--- src/rtl/ms_io_pkg.sv ---
`default_nettype none
// ============================================================================
//  Module   : ms_io_pkg
//  Purpose  : Shared definitions for IO-space responders: register offsets
//             within a peripheral window, STAT/CTRL bit positions, and a
//             helper that turns a transfer size (bytes) into a byte-lane mask.
//  Revision : 1.0  initial release
// ============================================================================
package ms_io_pkg;

    // Register offsets relative to the peripheral base address.
    localparam logic [4:0] CIoRegData = 5'h00;
    localparam logic [4:0] CIoRegStat = 5'h08;
    localparam logic [4:0] CIoRegCtrl = 5'h10;

    // STAT bit positions.
    localparam int CStatEmpty   = 0;
    localparam int CStatFull    = 1;
    localparam int CStatOvf     = 2;
    localparam int CStatUnf     = 3;
    localparam int CStatFillLsb = 8;

    // CTRL bit positions.
    localparam int CCtrlIrqEn = 0;
    localparam int CCtrlFlush = 1;

    // Byte-lane mask for a transfer of i_size bytes (0 = no lanes, >=8 = all).
    function automatic logic [63:0] f_size_mask(input logic [3:0] i_size);
        logic [63:0] w_mask;
        if (i_size == 4'd0) begin
            w_mask = '0;
        end else if (i_size >= 4'd8) begin
            w_mask = '1;
        end else begin
            w_mask = (64'd1 << {i_size[2:0], 3'b000}) - 64'd1;
        end
        return w_mask;
    endfunction

endpackage
`default_nettype wire

--- src/rtl/ms_sync_fifo.sv ---
`default_nettype none
// ============================================================================
//  Module   : ms_sync_fifo
//  Purpose  : Single-clock FIFO with push, pop and flush. A pop on a full
//             FIFO frees the slot a same-cycle push needs; flush overrides
//             both push and pop.
//  Ports    : clk/rst_n   clock, async active-low reset
//             i_en        clock enable, all state holds when 0
//             i_push/i_data, i_pop, i_flush   operations
//             o_head      word at the read pointer
//             o_full/o_empty/o_fill           occupancy
//             o_empty_nxt occupancy after the current edge is empty
//             o_drop      push rejected because the FIFO is full
//  Revision : 1.0  initial release
// ============================================================================
module ms_sync_fifo #(
    parameter int CDepth = 8,
    parameter int CDataW = 32
) (
    input  logic                      clk,
    input  logic                      rst_n,
    input  logic                      i_en,
    input  logic                      i_push,
    input  logic [CDataW-1:0]         i_data,
    input  logic                      i_pop,
    input  logic                      i_flush,
    output logic [CDataW-1:0]         o_head,
    output logic                      o_full,
    output logic                      o_empty,
    output logic [$clog2(CDepth):0]   o_fill,
    output logic                      o_empty_nxt,
    output logic                      o_drop
);

    localparam int             CAw      = $clog2(CDepth);
    localparam logic [CAw-1:0] CPtrOne  = 1;
    localparam logic [CAw:0]   CCntOne  = 1;
    localparam logic [CAw:0]   CCntFull = (CAw + 1)'(CDepth);

    logic [CDataW-1:0] r_mem [CDepth];
    logic [CAw-1:0]    r_wptr;
    logic [CAw-1:0]    r_rptr;
    logic [CAw:0]      r_cnt;
    logic [CAw:0]      w_cnt_nxt;
    logic              w_pop;
    logic              w_push;
    logic              w_flush;

    assign o_full  = (r_cnt == CCntFull);
    assign o_empty = (r_cnt == '0);
    assign o_fill  = r_cnt;
    assign o_head  = r_mem[r_rptr];

    assign w_flush = i_en & i_flush;
    assign w_pop   = i_en & i_pop & ~o_empty & ~i_flush;
    assign w_push  = i_en & i_push & ~i_flush & (~o_full | w_pop);
    assign o_drop  = i_en & i_push & ~i_flush & o_full & ~w_pop;

    always_comb begin
        w_cnt_nxt = r_cnt;
        if (w_flush) begin
            w_cnt_nxt = '0;
        end else if (w_push && !w_pop) begin
            w_cnt_nxt = r_cnt + CCntOne;
        end else if (!w_push && w_pop) begin
            w_cnt_nxt = r_cnt - CCntOne;
        end
    end

    assign o_empty_nxt = (w_cnt_nxt == '0);

    // Storage carries no reset; occupancy alone defines validity.
    always_ff @(posedge clk) begin
        if (w_push) begin
            r_mem[r_wptr] <= i_data;
        end
    end

    always_ff @(posedge clk or negedge rst_n) begin
        if (!rst_n) begin
            r_wptr <= '0;
            r_rptr <= '0;
            r_cnt  <= '0;
        end else if (w_flush) begin
            r_wptr <= '0;
            r_rptr <= '0;
            r_cnt  <= '0;
        end else begin
            if (w_push) begin
                r_wptr <= r_wptr + CPtrOne;
            end
            if (w_pop) begin
                r_rptr <= r_rptr + CPtrOne;
            end
            r_cnt <= w_cnt_nxt;
        end
    end

endmodule
`default_nettype wire

--- src/rtl/ms_io_mailbox.sv ---
`default_nettype none
// ============================================================================
//  Module   : ms_io_mailbox
//  Purpose  : IO-space responder implementing an inbound mailbox. Local
//             hardware pushes words into a FIFO that the CPU pops through
//             DATA; CPU writes to DATA leave as a one-cycle outbound strobe.
//  Ports    : AClkH/AResetHN/AClkHEn   clock, async active-low reset, enable
//             AIoSpace*                IO-space bus (Miso/Busy/Srq are ORed
//                                      with other responders, so idle = 0)
//             ALclData/ALclWrEn/ALclFull  local push side
//             ATxData/ATxStrobe        outbound word and strobe
//  Revision : 1.0  initial release
// ============================================================================
module ms_io_mailbox
    import ms_io_pkg::*;
#(
    parameter logic [15:0] CBaseAddr = 16'h0100,
    parameter int          CDepth    = 8,
    parameter int          CDataW    = 32,
    parameter int          CWaitCnt  = 2
) (
    input  logic              AClkH,
    input  logic              AResetHN,
    input  logic              AClkHEn,
    input  logic [15:0]       AIoSpaceAddr,
    input  logic [63:0]       AIoSpaceMosi,
    output logic [63:0]       AIoSpaceMiso,
    input  logic [3:0]        AIoSpaceWrSize,
    input  logic [3:0]        AIoSpaceRdSize,
    output logic              AIoSpaceBusy,
    output logic              AIoSpaceSrq,
    input  logic [CDataW-1:0] ALclData,
    input  logic              ALclWrEn,
    output logic              ALclFull,
    output logic [CDataW-1:0] ATxData,
    output logic              ATxStrobe
);

    localparam int                CFillW   = $clog2(CDepth) + 1;
    localparam int                CWaitW   = (CWaitCnt > 0) ? $clog2(CWaitCnt + 1) : 1;
    localparam logic [CWaitW-1:0] CWaitEnd = CWaitW'(CWaitCnt);
    localparam logic [CWaitW-1:0] CWaitOne = 1;

    // Address decode and handshake
    logic [15:0]       w_off;
    logic              w_sel;
    logic              w_req;
    logic              w_is_data;
    logic              w_is_stat;
    logic              w_is_ctrl;
    logic              w_busy;
    logic              w_done;
    logic              w_rd;
    logic              w_wr;
    logic [63:0]       w_wdata;
    logic [63:0]       w_rdata;
    logic              w_pop_req;
    logic              w_flush;
    logic              w_unused;

    // FIFO interface
    logic [CDataW-1:0] w_head;
    logic              w_full;
    logic              w_empty;
    logic [CFillW-1:0] w_fill;
    logic [7:0]        w_fill8;
    logic              w_empty_nxt;
    logic              w_drop;

    // State
    logic [CWaitW-1:0] r_wait;
    logic              r_irq_en;
    logic              r_ovf;
    logic              r_unf;
    logic [CDataW-1:0] r_tx_data;
    logic              r_tx_strobe;
    logic              r_srq;

    // Unsigned wrap-around subtraction makes the window test a single compare.
    assign w_off     = AIoSpaceAddr - CBaseAddr;
    assign w_sel     = (w_off < 16'h0018) && (w_off[2:0] == 3'b000);
    assign w_req     = w_sel && ((AIoSpaceWrSize != 4'd0) || (AIoSpaceRdSize != 4'd0));
    assign w_is_data = (w_off[4:0] == CIoRegData);
    assign w_is_stat = (w_off[4:0] == CIoRegStat);
    assign w_is_ctrl = (w_off[4:0] == CIoRegCtrl);

    assign w_busy = w_req && w_is_data && (r_wait != CWaitEnd);
    assign w_done = w_req && !w_busy;
    assign w_rd   = w_done && (AIoSpaceRdSize != 4'd0);
    assign w_wr   = w_done && (AIoSpaceWrSize != 4'd0);

    assign w_wdata   = AIoSpaceMosi & f_size_mask(AIoSpaceWrSize);
    assign w_pop_req = w_rd && w_is_data;
    assign w_flush   = w_wr && w_is_ctrl && w_wdata[CCtrlFlush];

    // Upper write-data lanes beyond CDataW are legitimately discarded.
    assign w_unused = ^w_wdata;

    ms_sync_fifo #(
        .CDepth (CDepth),
        .CDataW (CDataW)
    ) u_fifo (
        .clk         (AClkH),
        .rst_n       (AResetHN),
        .i_en        (AClkHEn),
        .i_push      (ALclWrEn),
        .i_data      (ALclData),
        .i_pop       (w_pop_req),
        .i_flush     (w_flush),
        .o_head      (w_head),
        .o_full      (w_full),
        .o_empty     (w_empty),
        .o_fill      (w_fill),
        .o_empty_nxt (w_empty_nxt),
        .o_drop      (w_drop)
    );

    assign w_fill8 = 8'(w_fill);

    // Read data is driven only in the completion cycle so the shared OR bus
    // sees zero from this responder at all other times.
    always_comb begin
        w_rdata = '0;
        if (w_rd) begin
            if (w_is_data) begin
                if (!w_empty) begin
                    w_rdata = 64'(w_head);
                end
            end else if (w_is_stat) begin
                w_rdata[CStatFillLsb +: 8] = w_fill8;
                w_rdata[CStatUnf]          = r_unf;
                w_rdata[CStatOvf]          = r_ovf;
                w_rdata[CStatFull]         = w_full;
                w_rdata[CStatEmpty]        = w_empty;
            end else if (w_is_ctrl) begin
                w_rdata[CCtrlIrqEn] = r_irq_en;
            end
        end
    end

    assign AIoSpaceMiso = w_rdata & f_size_mask(AIoSpaceRdSize);
    assign AIoSpaceBusy = w_busy;
    assign AIoSpaceSrq  = r_srq;
    assign ALclFull     = w_full;
    assign ATxData      = r_tx_data;
    assign ATxStrobe    = r_tx_strobe;

    always_ff @(posedge AClkH or negedge AResetHN) begin
        if (!AResetHN) begin
            r_wait      <= '0;
            r_irq_en    <= 1'b0;
            r_ovf       <= 1'b0;
            r_unf       <= 1'b0;
            r_tx_data   <= '0;
            r_tx_strobe <= 1'b0;
            r_srq       <= 1'b0;
        end else if (AClkHEn) begin
            // Any cycle without Busy (completion, or request withdrawn) restarts the wait.
            r_wait <= w_busy ? (r_wait + CWaitOne) : '0;

            if (w_wr && w_is_ctrl) begin
                r_irq_en <= w_wdata[CCtrlIrqEn];
            end

            // A new error event takes priority over a same-cycle clear.
            if (w_drop) begin
                r_ovf <= 1'b1;
            end else if (w_wr && w_is_stat && w_wdata[CStatOvf]) begin
                r_ovf <= 1'b0;
            end

            if (w_pop_req && w_empty) begin
                r_unf <= 1'b1;
            end else if (w_wr && w_is_stat && w_wdata[CStatUnf]) begin
                r_unf <= 1'b0;
            end

            r_tx_strobe <= w_wr && w_is_data;
            if (w_wr && w_is_data) begin
                r_tx_data <= w_wdata[CDataW-1:0];
            end

            r_srq <= r_irq_en & ~w_empty_nxt;
        end
    end

endmodule
`default_nettype wire

--- config.mk ---
export PLATFORM = sky130hd
export DESIGN_NAME = ms_io_mailbox
export DESIGN_NICKNAME = d
export VERILOG_FILES = /design/src/rtl/ms_io_pkg.sv /design/src/rtl/ms_sync_fifo.sv /design/src/rtl/ms_io_mailbox.sv
export SDC_FILE = /design/constraint.sdc
export NUM_CORES = 1
export LEC_CHECK = 0
export CORE_MARGIN = 8
export CORE_UTILIZATION = 38
export CTS_CLUSTER_DIAMETER = 150
export DETAILED_ROUTE_END_ITERATION = 8
export GPL_ROUTABILITY_DRIVEN = 1
export PLACE_DENSITY = 0.62
export SYNTH_ARGS = -nofsm -noshare
export SYNTH_HDL_FRONTEND = slang
export SYNTH_SLANG_ARGS = --single-unit
--- constraint.sdc ---
create_clock -name AClkH -period 11.2 [get_ports AClkH]
set_input_delay 1.68 -clock AClkH [delete_from_list [all_inputs] [get_ports AClkH]]
set_output_delay 1.68 -clock AClkH [all_outputs]
set_load 0.01 [all_outputs]
==> flow_summary.yaml <==
final_layout:
  num-nets-final: 1058
  drive_above_1_share_pct: 16.5
  area_delta_synth_final_pct: 25.2
  final_core_util_pct: 48.4
synthesis:
  yosys_warnings: 0
  avgSynthCellArea_sq_um: 16.7
  synth_enable_flop_cells: 256
  yosysTopAreaCellShare_pct: 61.1
  synth_top_area_cell: "edfxtp_1"
  synth.most_common_cell: "edfxtp_1"
  synth_common_cells: "edfxtp_1 (256), nand2_1 (81), mux4_2 (64), nor2_1 (55), dfrtp_1 (49)"
  synth_ff_type: "edfxtp_1"
  ys_ff_latch: 305
  synth_cell_types: 58
  synthArstFlopShare_pct: 16.1
  syn_inst: 752
  yosysSeqAreaShare_pct: 70.9
  synth_area_sq_um: 12600
  yosys-top-cells-area: "edfxtp_1 (61%), mux4_2 (11%), dfrtp_1 (9.7%), nand2_1 (2.4%), mux2i_1 (2.2%)"
cts:
  cts_tree: "done"
  postCtsHoldBufs: 0
  htreeDepth: 2
  post-cts-setup-buffers: 0
  clk_pin_slew_ps: 60
  clock_latency_ps: 530
  tritoncts_num_sinks: 305
  ctsResizeCount: 0
  root_buffer: "clkbuf_16"
  clk_path_buf_depth: 3
  cts_buffers: 34
sta:
  timing.final.crit_period_ps: 7300
  finalMaxSlewViolations: 0
  skew_ps: 31.4
  setup_viol: 0
  hold_viol: 0
  maxSlewHeadroom_pct: 30.8
  final.setup.tns_ps: 0
  final.period_utilization_pct: 65.2
  max_freq_ghz: 0.137
  rsz0062_at_grt: "false"
  worst_pin_slew_ps: 1040
worst_setup_path:
  required_ps: 9520
  r2r_start: "u_fifo.o_fill[0]"
  criticalPathCategory: "in2out"
  critPathLaunchType: "primary input"
  path_max_fanout: 9
  cp-startpoint: "AIoSpaceAddr[15]"
  arrival_ps: 5620
  crit_path_end_kind: "output port"
die:
  core_area_sq_um: 32500
  die_area_sq_um: 39200
  std_cell_rows: 66
  ios: 224
  die_w_um: 198
  chipHeight_um: 198
  start_util_pct: 38.7
power:
  leakage_nw: 5.24
  peakVddDrop_v: 0.000106
  p_per_area_nw_per_um2: 169
  totalPowerFinal_mw: 2.66
grt:
  antenna_found_initial: 2
  grt_first_pass_wirelength_um: 42600
  overflow: 0
  grt_max_degree: 67
  grt_util_all_layers_pct: 14.2
  grt_pass1_vias: 7173
run:
  max-cap-violations: 0
place:
  portBuffers: 159
  hpwlAfterDp_um: 17300
  place_congestion: 0.826
routing:
  wl_um: 28000
  vias: 6974
  route.detailed.drc: 0
  drt-initial-drc-count: 318
  antenna_left: 0
  dr.pass1.iters: 5
  viasPerCell: 5.00
  wl_per_cell_um: 20.1
worst_hold_path:
  hp-start: "ATxData[24]"
  hold_class: "reg2reg"
status:
  status: "completed"
[worst max-delay path, stage by stage]
cell and delay [ps]:
clkdlybuf4s50_1 400, or4_1 590, a221o_1 430, nor4_1 730, nand3_2 410, o21bai_1 540
nor2_1 260, clkdlybuf4s50_1 570
[final cells by class]
type / instances / area [sq um]
Antenna cell: 1 / 2.50
Clock inverter: 13 / 161
Clock buffer: 48 / 955
Tap cell: 442 / 553
Fill cell: 2789 / 16800
Timing Repair Buffer: 172 / 1680
Multi-Input combinational cell: 405 / 3450
Sequential cell: 305 / 8920
Inverter: 9 / 33.8
[power by group]
part | leakage [nW] | total [mW] | internal (mW) | switching, mW
clock network | 0.540 | 1.09 | 0.650 | 0.443
registers | 2.98 | 1.35 | 1.31 | 0.0353
logic | 1.72 | 0.221 | 0.0897 | 0.131
total | 5.24 | 2.66 | 2.05 | 0.610
[final timing paths]
path / to / slack [ps] / cells past startpoint
min in group asynchronous: r_wait[1] / 1270 / 2
hold / removal: ATxData[24] / 480 / 2
setup reg to reg: u_fifo.r_mem[1][9] / 7000 / 9
hold reg to reg: ATxData[24] / 480 / 2
max in group asynchronous: u_fifo.r_rptr[0] / 9420 / 2
setup / recovery: AIoSpaceMiso[24] / 3900 / 8
[layout by cell type (no fill, tap or decap), types with 3 or more instances in the layout]
cell type          n
inv_1              9
clkbuf_1          10
or3_1              6
nor2_1            49
nand2_1           81
buf_4             13
mux4_2            64
nand2b_1           5
clkinv_2           3
nor3_1             9
a22oi_1            6
clkbuf_8           3
clkbuf_16         35
clkdlybuf4s50_1  158
clkinv_1           3
a21oi_1            6
mux2i_1           28
edfxtp_1         256
o21ai_0           37
xor2_1             3
nand3_1            6
nor2_4             6
conb_1            32
dfrtp_1           46
nor4_1             4
ha_1               7
mux2_2             9
[state kept, by name, summed over array words and instances (netlist names)]
signal         cells
u_fifo.r_rptr      3
r_irq_en           1
r_unf              1
u_fifo.o_fill      4
r_ovf              1
u_fifo.r_mem     256
ATxData           32
ATxStrobe          1
u_fifo.r_wptr      3
r_wait             2
AIoSpaceSrq        1
[per-layer routing]
metal	GRT usage, %	part of all wire, %
met3	3.65	8.2
met2	22.4	46
met4	3.87	1.9
met1	19.4	44
met5	0	0.096
[through the flow]
step           std cells  cell area [sq um]  hold WS, ps  setup slack, ps
4_1_cts             1394              15800          484             3860
6_report            1395              15800          477             3900
3_5_place_dp        1333              14600          470             3880
3_3_place_gp        1333              14600          463             3870
5_1_grt             1394              15800          508             3630
2_1_floorplan        783              12700          456             4930
[logic make-up (layout without fill, tap and decap cells)]
logic type | count (synthesis) | count (layout) | synth area share (%)
xor gates and xnor gates | 5 | 5 | 0.348
AOI/OAI and AO/OA | 70 | 70 | 3.47
muxes | 101 | 101 | 14.5
and+or+nand+nor | 190 | 190 | 6.96
other | 1 | 33 | 0.0298
buffers and inverters | 73 | 242 | 3.15
adders and majority gates | 7 | 7 | 0.696
DFF | 305 | 305 | 70.9
No activity file was read; power rests on OpenSTA's default activity.
==> RTL edit 1, RTL diff (config.mk and constraints unchanged) <==
`CDepth` is set to 8 in 2 places; all go to 16.
--- a/src/rtl/ms_sync_fifo.sv
+++ b/src/rtl/ms_sync_fifo.sv
@@ -14,7 +14,7 @@
 //  Revision : 1.0  initial release
 // ============================================================================
 module ms_sync_fifo #(
-    parameter int CDepth = 8,
+    parameter int CDepth = 16,
     parameter int CDataW = 32
 ) (
     input  logic                      clk,
--- a/src/rtl/ms_io_mailbox.sv
+++ b/src/rtl/ms_io_mailbox.sv
@@ -15,7 +15,7 @@
     import ms_io_pkg::*;
 #(
     parameter logic [15:0] CBaseAddr = 16'h0100,
-    parameter int          CDepth    = 8,
+    parameter int          CDepth    = 16,
     parameter int          CDataW    = 32,
     parameter int          CWaitCnt  = 2
 ) (
Formal check against the unedited RTL: no difference found for any inputs over 4 cycles, from zero or initial values and one cycle with AResetHN low; that may be too few to reach the edited logic, so the function may still have changed.
==> RTL edit 1 against the original RTL <==
Setup slack gained 100 ps; power rose by 73%; routed wire length up 93%; fmax increased by 1.4%; sequential cell count increased by 259; core utilization decreased by 2.6 points; final area increased by 72%; sequential share of layout area up 5.0 points; synthesized area grew 81%; largest cell class unchanged; clock power rose by 70%; combinational power increased by 36%.
==> RTL edit 1: results <==
metrics = {
    "run_status": {
        "status": "complete, no violations",
    },
    "worst_setup_path": {
        "crit_arrival_ps": 5520,
        "worstPathMaxFanout": 8,
        "r2r_slack_ps": 6890,
        "slowest_delay_ps": 610,
        "r2r_end": "u_fifo.r_mem[6][19]",
        "startpoint": "AIoSpaceAddr[1]",
        "crit_slowest_cell": "clkdlybuf4s50_1",
    },
    "global_route": {
        "grt_max_degree": 65,
        "antenna_found_initial": 1,
        "grt_pass1_wl_um": 79100,
        "grt_usage_pct": 15.61,
    },
    "cts": {
        "clock_latency_ps": 630,
        "cts_buffers": 56,
        "postCtsSetupBuffers": 0,
    },
    "yosys": {
        "synth_compound_area_share_pct": 4.076,
        "async_flop_share_pct": 9.220,
        "ys_seq_area_share_pct": 73.22,
        "synth_edf_count": 512,
        "synth.distinct_cells": 69,
        "yosys.area_share.xor_xnor_pct": 0.2692,
        "synth.area.top_cells": "edfxtp_1, mux4_2, dfrtp_1",
        "netlist_top_cells_count": "edfxtp_1, mux4_2, nand2_1, dfrtp_1, mux2i_1",
        "muxShareOfSynthArea_pct": 14.46,
    },
    "cells_and_area": {
        "regMostFlops": "u_fifo.r_mem",
        "final_layout_size_suffix_gt1_share_pct": 19.85,
        "layout.nets": 1548,
        "n_antenna_cell": 0,
        "largest_register_ff_count": 512,
    },
    "detailed_routing": {
        "first_iter_violations": 996,
        "wl_um": 53970,
    },
    "placed_design": {
        "dp_hpwl_um": 30980,
        "place_congestion": 0.7961,
    },
    "power_and_ir_drop": {
        "p_switching_uw": 1041,
        "power.static_leakage_uw": 0.008567,
    },
    "hold_path": {
        "hold_path_end": "ATxData[27]",
    },
    "sta": {
        "max_slew_margin_pct": 21.23,
        "fin_skew_ps": 50.28,
        "hold-worst-slack_ps": 482.8,
    },
}
RTL edit 1: per-layer routing:
metal / vias up / track usage (%) / share of wire [%]
met5: - / 0 / 0
met4: 0 / 3.951 / 1.7
met3: 66 / 2.579 / 6.7
met2: 387 / 25.70 / 48
met1: 6201 / 21.51 / 43
li1: 5250 / - / -
RTL edit 1: kinds of logic (layout without fill, tap and decap cells):
group | count (synthesis) | after routing
XOR/XNOR | 7 | 7
adder cells (fa/ha/maj) | 10 | 10
buffers and inverters | 107 | 306
AND/OR/NAND/NOR | 216 | 216
other | 1 | 32
flip-flops | 564 | 564
AO/OA/AOI/OAI | 147 | 147
multiplexers | 179 | 179
RTL edit 1: area by class of cell:
type / count / area, µm²
sequential: 564 / 16690
fill: 5001 / 32060
inverter: 16 / 60.06
tap: 773 / 967.2
clock buffer: 70 / 1494
clock inverter: 35 / 342.8
multi-input combinational: 591 / 5739
timing repair buffer: 185 / 1782
RTL edit 1: worst max path at each step:
stage,depth (start not counted),end,slack (ps)
after global routing,9,AIoSpaceMiso[14],3790
after global placement,9,AIoSpaceMiso[14],4110
final,9,AIoSpaceMiso[14],4000
after CTS,9,AIoSpaceMiso[14],4030
after floorplan,7,u_fifo.r_mem[4][0],5100
after detailed placement,9,AIoSpaceMiso[14],4060
RTL edit 1: per-stage QoR:
| stage | cells | utilization, % | setup slack [ps] | instance area, µm² |
|---|---|---|---|---|
| floorplan | 1262 | - | 5097 | 22890 |
| global placement | 2129 | 42.68 | 4107 | 25230 |
| detailed placement | 2129 | 42.68 | 4061 | 25230 |
| CTS | 2234 | 45.78 | 4027 | 27070 |
| global route | 2234 | 45.78 | 3790 | 27070 |
| finish | 2234 | 45.78 | 4003 | 27070 |
RTL edit 1: critical path: cells and delay by family:
| family | cells | cell delay, ps |
|---|---|---|
| buf+inv | 2 | 1070 |
| simple gates | 7 | 2770 |
RTL edit 1: power groups by stage:
stage          clock network [µW]  logic, µW  registers [µW]
2_1_floorplan                   0        165            2480
6_report                     1850        300            2450
5_1_grt                      1960        328            2460
3_3_place_gp                    0        295            2490
3_5_place_dp                    0        301            2500
4_1_cts                      1890        303            2450
==> RTL edit 2, RTL diff (same flow settings) <==
Made on the original files. Make the reset (`AResetHN` and `rst_n`) synchronous in 2 clocked blocks. Comments in the files are not updated.
--- a/src/rtl/ms_sync_fifo.sv
+++ b/src/rtl/ms_sync_fifo.sv
@@ -76,7 +76,7 @@
         end
     end
 
-    always_ff @(posedge clk or negedge rst_n) begin
+    always_ff @(posedge clk) begin
         if (!rst_n) begin
             r_wptr <= '0;
             r_rptr <= '0;
--- a/src/rtl/ms_io_mailbox.sv
+++ b/src/rtl/ms_io_mailbox.sv
@@ -145,7 +145,7 @@
     assign ATxData      = r_tx_data;
     assign ATxStrobe    = r_tx_strobe;
 
-    always_ff @(posedge AClkH or negedge AResetHN) begin
+    always_ff @(posedge AClkH) begin
         if (!AResetHN) begin
             r_wait      <= '0;
             r_irq_en    <= 1'b0;
Behaviour: differs if AResetHN is asserted again (counterexample within 4 cycles, from zero or initial values and one cycle with AResetHN low); with AResetHN held inactive, the same outputs for 4 cycles.
==> RTL edit 2 against the original RTL <==
Synthesized area up 0.65%; register-to-register slack lost 160 ps; setup slack better by 510 ps; count of clock-buffer cells in the layout fell by 6; clock skew fell by 9.7 ps; sequential cell count is 3 higher; synthesized cell count rose by 2.9%; largest cell class unchanged; routed wire length grew 5.5%; final area is 0.67% higher.
Power is not compared: it rests on default switching activity, and its combinational part moved more than twofold at a synthesized area within 25%.
==> RTL edit 2: results <==
metrics = {
    "global_route": {
        "grt_pass1_vias": 7281,
        "gr-usage-met2_pct": 24.07,
        "grt_usage_pct": 14.57,
        "grt_use_met3_pct": 3.823,
    },
    "sta": {
        "fin_skew_ps": 21.72,
        "hold-worst-slack_ps": 449.7,
    },
    "worst_setup_path": {
        "path_delay_family": "buffers and inverters",
        "r2r_slack_ps": 6840,
        "r2r_end": "u_fifo.r_mem[1][27]",
        "worstPathMaxFanout": 15,
        "endpoint": "AIoSpaceMiso[8]",
        "crit_arrival_ps": 5110,
        "crit_slowest_cell": "clkdlybuf4s50_1",
    },
    "cells_and_area": {
        "multiInputGateArea_um2": 3679,
        "nNonClkBuffers": 174,
        "seq_share_pct": 55.07,
        "fin_util_pct": 47.78,
        "clockNetworkAreaShare_pct": 7.281,
        "layout.nets": 1076,
        "inverters_excl_clock": 7,
    },
    "placed_design": {
        "place_area_um2": 14700,
        "dp_hpwl_um": 18690,
        "place_congestion": 0.7929,
        "pre_cts_ws_ps": 4251,
    },
    "detailed_routing": {
        "first_iter_violations": 422,
        "wl_met3_um": 2393,
        "wl_met1_um": 13080,
    },
    "run_status": {
        "status": "complete, no violations",
    },
    "yosys": {
        "async_flop_share_pct": 0,
        "netlist_top_cells_count": "edfxtp_1, mux4_2, nand2_1, nor2_1, dfxtp_1",
        "ys_ff_latch": 308,
        "synth_cells": 774,
        "synth.area.top_cells": "edfxtp_1, mux4_2, dfxtp_1",
    },
    "hold_path": {
        "hold_start": "ATxData[13]",
    },
}
[RTL edit 2: cell count changes after synthesis, sizes merged, moves of 5 or more]
cell / change
dfrtp: -49
nand3: +24
dfxtp: +52
clkbuf: -5
nand2: -22
buf: +11
a21boi: +36
o21ai: -32
[RTL edit 2: cells by family (layout without fill, tap and decap cells)]
group,Yosys count,in the layout,synth area share [%]
AO/OA/AOI/OAI,73,73,4.358
multiplexers,101,101,14.41
buffers and inverters,77,243,3.389
flip-flops,308,308,68.93
other,1,33,0.02962
AND/OR/NAND/NOR,202,202,7.846
XOR/XNOR,5,5,0.3458
adder cells (fa/ha/maj),7,7,0.6917
[RTL edit 2: worst register-to-register path: cells and delay by family (launching register included)]
| family | cells | cell delay (ps) |
|---|---|---|
| AOI/OAI and AO/OA | 1 | 630 |
| and+or+nand+nor | 5 | 2100 |
| adders and majority gates | 1 | 250 |
| DFF | 1 | 430 |
| buffers and inverters | 2 | 610 |
